--- src/rtl/gate_truth_table_sequencer_pkg.sv ---
// Shared definitions for the gate truth-table sequencer: FSM state encoding
// and the field layout of the 8-bit result word.
package gate_truth_table_sequencer_pkg;

    typedef enum logic [2:0] {
        S_IDLE   = 3'd0,
        S_DRIVE  = 3'd1,
        S_SETTLE = 3'd2,
        S_SAMPLE = 3'd3,
        S_EMIT   = 3'd4,
        S_DONE   = 3'd5
    } state_t;

    localparam int RES_W       = 8;
    localparam int RES_AB_LSB  = 6;
    localparam int RES_OUT_LSB = 3;
    localparam int RES_EXP_LSB = 0;

endpackage

--- src/rtl/gate_truth_table_sequencer_expected.sv ---
// Golden behaviour of the 2-input gate bank: [0]=buf(a), [1]=nand(a,b), [2]=xnor(a,b).
module gate_expected_model (
    input  logic       a_i,
    input  logic       b_i,
    output logic [2:0] exp_o
);

    assign exp_o = {~(a_i ^ b_i), ~(a_i & b_i), a_i};

endmodule

--- src/rtl/gate_truth_table_sequencer.sv ---
// Clocked stimulus/capture engine: sweeps the four (a,b) vectors into the gate
// bank, samples its outputs after a settle time and emits one checked result per vector.
module gate_truth_table_sequencer
    import gate_truth_table_sequencer_pkg::*;
#(
    parameter int SETTLE_CYCLES = 2,
    parameter int NUM_PASSES    = 1,
    parameter int ERR_W         = 8
) (
    input  logic             clk,
    input  logic             rst,
    input  logic             start,
    output logic             busy,
    output logic             done,
    output logic             a,
    output logic             b,
    input  logic [2:0]       dut_out,
    output logic             res_valid,
    input  logic             res_ready,
    output logic [RES_W-1:0] res_data,
    output logic             res_mismatch,
    output logic [ERR_W-1:0] err_count
);

    localparam int CNT_W  = (SETTLE_CYCLES > 1) ? $clog2(SETTLE_CYCLES) : 1;
    localparam int PASS_W = (NUM_PASSES > 1) ? $clog2(NUM_PASSES) : 1;
    localparam logic [CNT_W-1:0]  CNT_LOAD  = CNT_W'(SETTLE_CYCLES - 1);
    localparam logic [PASS_W-1:0] LAST_PASS = PASS_W'(NUM_PASSES - 1);

    state_t             state_q, state_d;
    logic [1:0]         idx_q, idx_d;
    logic [PASS_W-1:0]  pass_q, pass_d;
    logic [CNT_W-1:0]   cnt_q, cnt_d;
    logic               a_q, a_d, b_q, b_d;
    logic               vld_q, vld_d;
    logic [RES_W-1:0]   data_q, data_d;
    logic               mis_q, mis_d;
    logic [ERR_W-1:0]   err_q, err_d;
    logic [2:0]         exp_w;
    logic               mis_w;

    function automatic logic [ERR_W-1:0] sat_inc(input logic [ERR_W-1:0] v);
        return (&v) ? v : v + ERR_W'(1);
    endfunction

    gate_expected_model u_expected (
        .a_i  (a_q),
        .b_i  (b_q),
        .exp_o(exp_w)
    );

    // Case-inequality so unknown bits from the gate bank count as failures.
    assign mis_w = (dut_out !== exp_w);

    always_comb begin
        state_d = state_q;
        idx_d   = idx_q;
        pass_d  = pass_q;
        cnt_d   = cnt_q;
        a_d     = a_q;
        b_d     = b_q;
        vld_d   = vld_q;
        data_d  = data_q;
        mis_d   = mis_q;
        err_d   = err_q;
        case (state_q)
            S_IDLE: begin
                if (start) begin
                    state_d = S_DRIVE;
                    idx_d   = '0;
                    pass_d  = '0;
                    err_d   = '0;
                end
            end
            S_DRIVE: begin
                a_d     = idx_q[1];
                b_d     = idx_q[0];
                cnt_d   = CNT_LOAD;
                state_d = S_SETTLE;
            end
            S_SETTLE: begin
                if (cnt_q == '0) state_d = S_SAMPLE;
                else             cnt_d   = cnt_q - CNT_W'(1);
            end
            S_SAMPLE: begin
                data_d = '0;
                data_d[RES_AB_LSB  +: 2] = {a_q, b_q};
                data_d[RES_OUT_LSB +: 3] = dut_out;
                data_d[RES_EXP_LSB +: 3] = exp_w;
                mis_d   = mis_w;
                if (mis_w) err_d = sat_inc(err_q);
                vld_d   = 1'b1;
                state_d = S_EMIT;
            end
            S_EMIT: begin
                if (res_ready) begin
                    vld_d = 1'b0;
                    if (idx_q != 2'd3) begin
                        idx_d   = idx_q + 2'd1;
                        state_d = S_DRIVE;
                    end else if (pass_q != LAST_PASS) begin
                        idx_d   = '0;
                        pass_d  = pass_q + PASS_W'(1);
                        state_d = S_DRIVE;
                    end else begin
                        state_d = S_DONE;
                    end
                end
            end
            S_DONE:  state_d = S_IDLE;
            default: state_d = S_IDLE;
        endcase
    end

    always_ff @(posedge clk or posedge rst) begin
        if (rst) begin
            state_q <= S_IDLE;
            idx_q   <= '0;
            pass_q  <= '0;
            cnt_q   <= '0;
            a_q     <= 1'b0;
            b_q     <= 1'b0;
            vld_q   <= 1'b0;
            data_q  <= '0;
            mis_q   <= 1'b0;
            err_q   <= '0;
        end else begin
            state_q <= state_d;
            idx_q   <= idx_d;
            pass_q  <= pass_d;
            cnt_q   <= cnt_d;
            a_q     <= a_d;
            b_q     <= b_d;
            vld_q   <= vld_d;
            data_q  <= data_d;
            mis_q   <= mis_d;
            err_q   <= err_d;
        end
    end

    assign busy         = (state_q != S_IDLE);
    assign done         = (state_q == S_DONE);
    assign a            = a_q;
    assign b            = b_q;
    assign res_valid    = vld_q;
    assign res_data     = data_q;
    assign res_mismatch = mis_q;
    assign err_count    = err_q;

endmodule
--- config.mk ---
export PLATFORM = sky130hd
export DESIGN_NAME = gate_truth_table_sequencer
export DESIGN_NICKNAME = d
export VERILOG_FILES = /design/src/rtl/gate_truth_table_sequencer_pkg.sv /design/src/rtl/gate_truth_table_sequencer_expected.sv /design/src/rtl/gate_truth_table_sequencer.sv
export SDC_FILE = /design/constraint.sdc
export NUM_CORES = 1
export LEC_CHECK = 0
export CAP_MARGIN = 20
export CORE_MARGIN = 2
export CORE_UTILIZATION = 35
export CTS_BUF_LIST = sky130_fd_sc_hd__clkbuf_4 sky130_fd_sc_hd__clkbuf_8 sky130_fd_sc_hd__clkbuf_16
export CTS_CLUSTER_SIZE = 10
export DETAILED_ROUTE_END_ITERATION = 12
export PLACE_DENSITY = 0.7
export SYNTH_ARGS = -nofsm -noshare
export SYNTH_HDL_FRONTEND = slang
export SYNTH_SLANG_ARGS = --single-unit
--- constraint.sdc ---
create_clock -name clk -period 1.8 [get_ports clk]
set_input_delay 0.36 -clock clk [delete_from_list [all_inputs] [get_ports clk]]
set_output_delay 0.36 -clock clk [all_outputs]
set_load 0.02 [all_outputs]
# After elaboration in Yosys (flattened, before gate mapping)
# Cells that the tools add are included.
# word_totals
in_bits,7
reg_bits,27
elab_cells,68
output_inout_bits,22
# op_classes
bitwise_logic,4
eq_ne,14
reduce_logical,12
n_mux,24
addsub,4
# op_table
operator,count
8-bit 2-to-1 mux,3
8-bit case mux with 2 select lines,1
3-bit 2-to-1 mux,5
3-bit case mux with 5 select lines,1
2-bit inequality test (second input constant),7
4-bit AND reduction,3
8-bit by 1-bit adder with 8-bit output (second input constant),1
2-bit 2-to-1 mux,4
8-bit AND reduction,1
2-bit nonzero test,4
3-bit by 2-bit equality test with 1-bit output (second input constant),2
3-bit equality test (second input constant),2
1-bit 2-to-1 mux,6
1-bit case mux with 2 select lines,3
2-bit case mux with 2 select lines,1
3-bit by 1-bit equality test with 1-bit output (second input constant),1
3-bit zero test,1
3-bit inequality test (second input constant),1
3-bit !== test,1
3-bit AND reduction,1
3-bit nonzero test,1
2-bit by 1-bit adder with 2-bit output (second input constant),1
1-bit inverter,2
2-bit AND reduction,1
other kinds (4),4

# Depth between registers and ports, before layout
# logic_depth
ltp_word,5
ltp_mapped,6
depth_no_buf,5

# Modules after synthesis
# Synthesis repeated with hierarchy kept, for this count alone.
# unflattened
hier_cells,143
hier_area_um2,1357.6
# by_module_without_submodules
module,cells_per_inst,area_per_inst_um2,instances,seq_area_each_um2
gate_truth_table_sequencer,139,1330.0,1,650.6
gate_expected_model,4,27.5,1,0.0

# Worst setup path after synthesis
# Ideal clock, no wire load.
# synth_timing
path_kind,reg2reg
start,"reg a_q, in the netlist a"
end,"reg err_q[7], in the netlist err_count[7]"
setup_time_ns,0.122
t_arrival_ns,1.761
required_ns,1.678
path_buffers,1
synth_period_minus_slack_ns,1.882
setup_slack_ns,-0.082
path_stages_with_launch,7
path_cell_list,dfrtp_1 -> ha_1 -> xor2_1 -> a41oi_4 -> o21a_1 -> buf_6 -> a32o_1
# synth_between
elab_chain_len,5
elab_cells_between_ends,7
cone_classes,2 x eq/ne; 4 x bitwise; 1 x reduce/logical
# synth_lines
item,line,source
start: declaration,gate_truth_table_sequencer.sv:34,"logic a_q, a_d, b_q, b_d;"
start signal: assignment,gate_truth_table_sequencer.sv:121,a_q <= 1'b0;
start signal: assignment,gate_truth_table_sequencer.sv:132,a_q <= a_d;
1-bit bitwise AND / 1-bit XOR (equally long branches),gate_truth_table_sequencer_expected.sv:8,"assign exp_o = {~(a_i ^ b_i), ~(a_i & b_i), a_i};"
1-bit inverter,gate_truth_table_sequencer_expected.sv:8,
3-bit !== test (*),gate_truth_table_sequencer.sv:53,assign mis_w = (dut_out !== exp_w);
2-bit inequality test (no source line) (*),--,
4-bit AND reduction (no source line) (*),--,
end signal: assignment,gate_truth_table_sequencer.sv:137,err_q <= err_d;
end: declaration,gate_truth_table_sequencer.sv:38,"logic [ERR_W-1:0] err_q, err_d;"
# Mark *: on every way between the ends. The rest lies on a longest branch, timed or not.
# A chain may end at the register's enable or synchronous reset.

# Worst setup path after layout
# layout_timing
start,reg state_q[1]
end,out busy
# layout_between
elab_chain_len,1
# layout_lines
item,line,source
start: declaration,gate_truth_table_sequencer.sv:30,"state_t state_q, state_d;"
start signal: assignment,gate_truth_table_sequencer.sv:128,state_q <= state_d;
3-bit nonzero test,gate_truth_table_sequencer.sv:141,assign busy = (state_q != S_IDLE);
end: declaration,gate_truth_table_sequencer.sv:13,"output logic busy,"
# Every way passes these cells.

==> flow_results.org <==
** Status
- Run status :: finished clean

** Floorplan
- The die covers 4309 µm².
- Top-Level Pins :: 29
- Measured along the y axis, the die boundary spans 65.65 µm.
- The initial utilization of the core area, before any placement, comes to 36.33%.
- Standard-cell row count :: 22
- The floorplan step defined a core boundary enclosing 3661 µm².
- The die is 65.65 µm wide.

** Logic synthesis
- Summed instance area of the synthesized netlist :: 1330 µm²
- Sequential fraction of the synthesis area :: 47.04%
- Synthesis produced a netlist with a net count of 145.
- Of the total synthesized cell area, the portion taken by XOR and XNOR cells is 2.634%.
- Post-synthesis average cell area :: 9.852 µm²
- The synthesized design spends more area on one cell type than any other, namely sky130_fd_sc_hd__dfrtp_1.
- Post-Syn Instances :: 135
- By area the synthesized netlist is led by sky130_fd_sc_hd__dfrtp_1 47%, sky130_fd_sc_hd__nand2_1 6.5%, sky130_fd_sc_hd__a32o_1 4.5%.
- Among all flip-flop cells after synthesis, the most frequent one is sky130_fd_sc_hd__dfrtp_1.
- Of all flip-flops after synthesis, the portion carrying an async set or reset was 100.0%.
- Number of warnings printed during yosys synthesis :: 0
- Share of synthesized cell area in full adder, half adder and majority cells :: 2.822%
- Count of cell types in the netlist :: 35
- The synthesized netlist devotes 18.91% of its cell area to compound gates.
- Multiplexer share of the synthesized area :: 4.045%
- Number of flops mapped to enable cells by yosys :: 0
- Area share of and/or/nand/nor cells after synthesis :: 19.19%
- Area share of the largest cell type after synthesis :: 47.04%
- Combinational family with the most area after synthesis :: simple AND/OR/NAND/NOR gates
- Number of flip-flops and latches in the synthesized netlist :: 25

** Flow run
- The tool flagged a number of max-cap violations equal to 0.

** Critical path
- Number of gates on the worst path with buffers counted :: 3
- Cell-by-cell trace of the critical path :: nor3_2 > inv_1 > dlygate4sd2_1
- The most critical setup path has its startpoint at state_q[1]$_DFFE_PP0P_.
- Largest stage delay on the critical path :: 0.48 ns
- Terminus of the critical flop-to-flop path :: err_count[7]$_DFFE_PP0P_
- Crit-path slowest cell :: sky130_fd_sc_hd__dfrtp_1
- Required time of the critical path :: 1.44 ns
- Path depth of the worst reg2reg path :: 6
- Following the worst setup path forward leads to its endpoint at busy.
- Launching element type of the critical path :: register
- STA classifies the critical path endpoint as a primary output.
- Arrival time worst endpoint :: 1.37 ns
- In this run the worst path has a maximum fanout of 7.
- In this run the critical register-to-register path is launched from a$_DFFE_PP0N_.
- The number of buffers and inverters on the critical path is 2.
- Slack of the worst reg-to-reg path :: 0.10 ns
- The critical path in this run is classified as register to primary output.
- In this design, the largest share of critical-path delay is due to flip-flops.

** Pwr
- Worst-case vdd ir drop :: 0.7088 mV
- Static Leak :: 0.7941 nW
- Pwr Density :: 1499 nW/µm²

** Clock network
- The clock reaches the later pin of the worst-skew pair after 0.27 ns.
- Deepest clock path buffer count :: 2
- Total number of H-tree levels :: 1
- TritonCTS built the clock tree.
- After clock tree synthesis, the clock-pin slew on the worst setup and hold paths is 0.08 ns.
- Count of clock tree sinks :: 25
- In this run, CTS created clock tree buffers numbering 3.
- Clock tree root buffer cell :: sky130_fd_sc_hd__clkbuf_8

** Global route
- Via count of the first global-routing pass :: 1,081
- Entering global routing, the biggest net connects 26 pins.
- The total overflow left after global routing is 0.
- Initial antenna violation count :: 0
- The first global-routing pass estimated 4823 µm of wire.
- Global routing used 14.45% of the available tracks.

** Place
- Count of input and output buffers :: 28
- The congestion estimate from routability-driven global placement came to 0.8472.
- Minimum setup slack after placement :: -0.1465 ns
- The HPWL after detailed placement is 2139 µm.
- # placed instances :: 216

** Detailed routing
- Average routed wire per standard cell :: 13.01 µm
- Before antenna repair, the detailed router went through 4 iterations.
- Count of unresolved DRC violations after routing :: 0
- In the routed layout, each cell is associated on average with a via count of 5.314.
- Remaining antenna violation count :: 0
- Final wirelength :: 2862 µm
- After the first detailed-routing iteration, the DRC count stood at 48.
- The final route contains 1,169 vias.

** STA
- Worst Clk Skew :: 0.003189 ns
- Dividing the final minimum period by the clock period gives 95.96%.
- Number of setup violations in the final report :: 0
- For the finished layout, the period the worst path requires is 1.727 ns.
- Maximum clock frequency :: 578.9 MHz
- The final hold violation count came to 0.
- Final count of pins violating max slew :: 0
- For the pin with the worst max-slew slack, the measured transition is 0.3348 ns.
- Worst slew margin :: 77.52%
- After layout, the worst setup slack is 0.07269 ns.
- Setup repair after global routing missed its margin :: no

** Cells and area
- Fraction of layout cells with a size suffix above 1 :: 17.44%
- After the last flow step, the layout net total stands at 183.
- Final cell count without fillers :: 220
- Counting the fill cells in the layout gives 347.
- Total inserted antenna cells :: 0
- From synthesis to final layout, the design area changed by 34.71%.

** Worst hold path
- Worst min-delay path class :: input port to async pin
-- cells in the final DEF (no fill, tap or decap), types with 2 or more instances in the layout --
cell / instances
sky130_fd_sc_hd__dfrtp_1: 24
sky130_fd_sc_hd__clkdlybuf4s50_1: 24
sky130_fd_sc_hd__nand2_1: 22
sky130_fd_sc_hd__nor2_1: 14
sky130_fd_sc_hd__buf_4: 13
sky130_fd_sc_hd__a32o_1: 6
sky130_fd_sc_hd__inv_1: 5
sky130_fd_sc_hd__o21ai_0: 5
sky130_fd_sc_hd__nand3_1: 4
sky130_fd_sc_hd__nor3_1: 4
sky130_fd_sc_hd__o211ai_1: 4
sky130_fd_sc_hd__a21oi_1: 4
sky130_fd_sc_hd__a22o_1: 3
sky130_fd_sc_hd__nor2b_1: 3
sky130_fd_sc_hd__mux2_2: 3
sky130_fd_sc_hd__clkbuf_8: 3
sky130_fd_sc_hd__xnor2_1: 2
sky130_fd_sc_hd__mux2i_1: 2
sky130_fd_sc_hd__o221ai_1: 2
sky130_fd_sc_hd__dlygate4sd2_1: 2
sky130_fd_sc_hd__dlymetal6s2s_1: 2
-- state kept, by name, indices dropped and copies added (netlist names) --
| signal | flops |
|---|---|
| a | 1 |
| b | 1 |
| cnt_q | 1 |
| err_count | 8 |
| idx_q | 2 |
| res_data | 7 |
| res_mismatch | 1 |
| res_valid | 1 |
| state_q | 3 |
-- how the worst min path moves through the flow --
stage	endpoint	slack, ns	cells past startpoint
3_5_place_dp	res_data[3]$_DFFE_PP0P_	0.47	2
3_3_place_gp	res_data[3]$_DFFE_PP0P_	0.46	2
4_1_cts	err_count[7]$_DFFE_PP0P_	0.44	3
5_1_grt	err_count[7]$_DFFE_PP0P_	0.48	3
6_report	err_count[0]$_DFFE_PP0P_	0.43	3
2_1_floorplan	b$_DFFE_PP0N_	0.39	1
-- cell families (layout without fill, tap and decap cells) --
kind of cell,after synthesis,in the layout
and+or+nand+nor,55,55
muxes,5,5
buffers and inverters,13,50
adders and majority gates,3,3
xor gates and xnor gates,4,4
AOI/OAI and AO/OA,30,30
DFF,25,25
-- layer usage --
metal | global-route usage, % | wire length, µm | up-vias
met2 | 25.00 | 1416 | 32
met4 | 3.125 | 20 | 0
met3 | 3.596 | 125 | 4
li1 | - | - | 554
met5 | 0 | 0 | -
met1 | 18.11 | 1300 | 579
-- where the power goes --
group	leakage (nW)	switching, mW	internal (mW)
clock network	0.0255	0.176	0.155
registers	0.319	0.142	0.723
logic	0.449	0.792	0.697
total	0.794	1.11	1.58
-- cell type report --
type,count,area [µm²],area share (%)
sequential,25,626.9,34.99
tap,48,60.06,3.352
clock inverter,1,5.005,0.2793
clock buffer,3,41.29,2.304
multi-input combinational,97,659.4,36.80
inverter,5,18.77,1.047
timing repair buffer,41,380.4,21.23
-- worst min-delay path, stage by stage --
cell and delay, ns:
sky130_fd_sc_hd__clkdlybuf4s50_1 0.39, sky130_fd_sc_hd__inv_1 0.05, sky130_fd_sc_hd__buf_4 0.30
-- per-stage QoR --
step | util, % | hold WS, ns | power, mW | TNS, ns | instance area, µm²
2_1_floorplan | - | 0.3873 | 1.859 | 0 | 1351
3_3_place_gp | 47.44 | 0.4563 | 2.319 | -0.7214 | 1737
3_5_place_dp | 47.44 | 0.4729 | 2.386 | -1.002 | 1737
4_1_cts | 48.63 | 0.4386 | 2.712 | 0 | 1780
5_1_grt | 48.94 | 0.4775 | 2.882 | 0 | 1792
6_report | 48.94 | 0.4309 | 2.685 | 0 | 1792
-- what timing repair did --
action	CTS	global route
endpoints found under the setup margin	2	8
buffers inserted	0	0
gates resized for setup	2	5
pin swaps	0	1
hold buffers	0	0
-- synthesized netlist by cell type (4+ instances only) --
library cell	instances
sky130_fd_sc_hd__o211ai_1	4
sky130_fd_sc_hd__a32o_1	6
sky130_fd_sc_hd__a21oi_1	4
sky130_fd_sc_hd__nand2_1	23
sky130_fd_sc_hd__inv_1	5
sky130_fd_sc_hd__nor3_1	4
sky130_fd_sc_hd__o21ai_0	5
sky130_fd_sc_hd__dfrtp_1	25
sky130_fd_sc_hd__nand3_1	4
sky130_fd_sc_hd__nor2_1	14
Note: power is estimated with default switching activity, not from simulation.
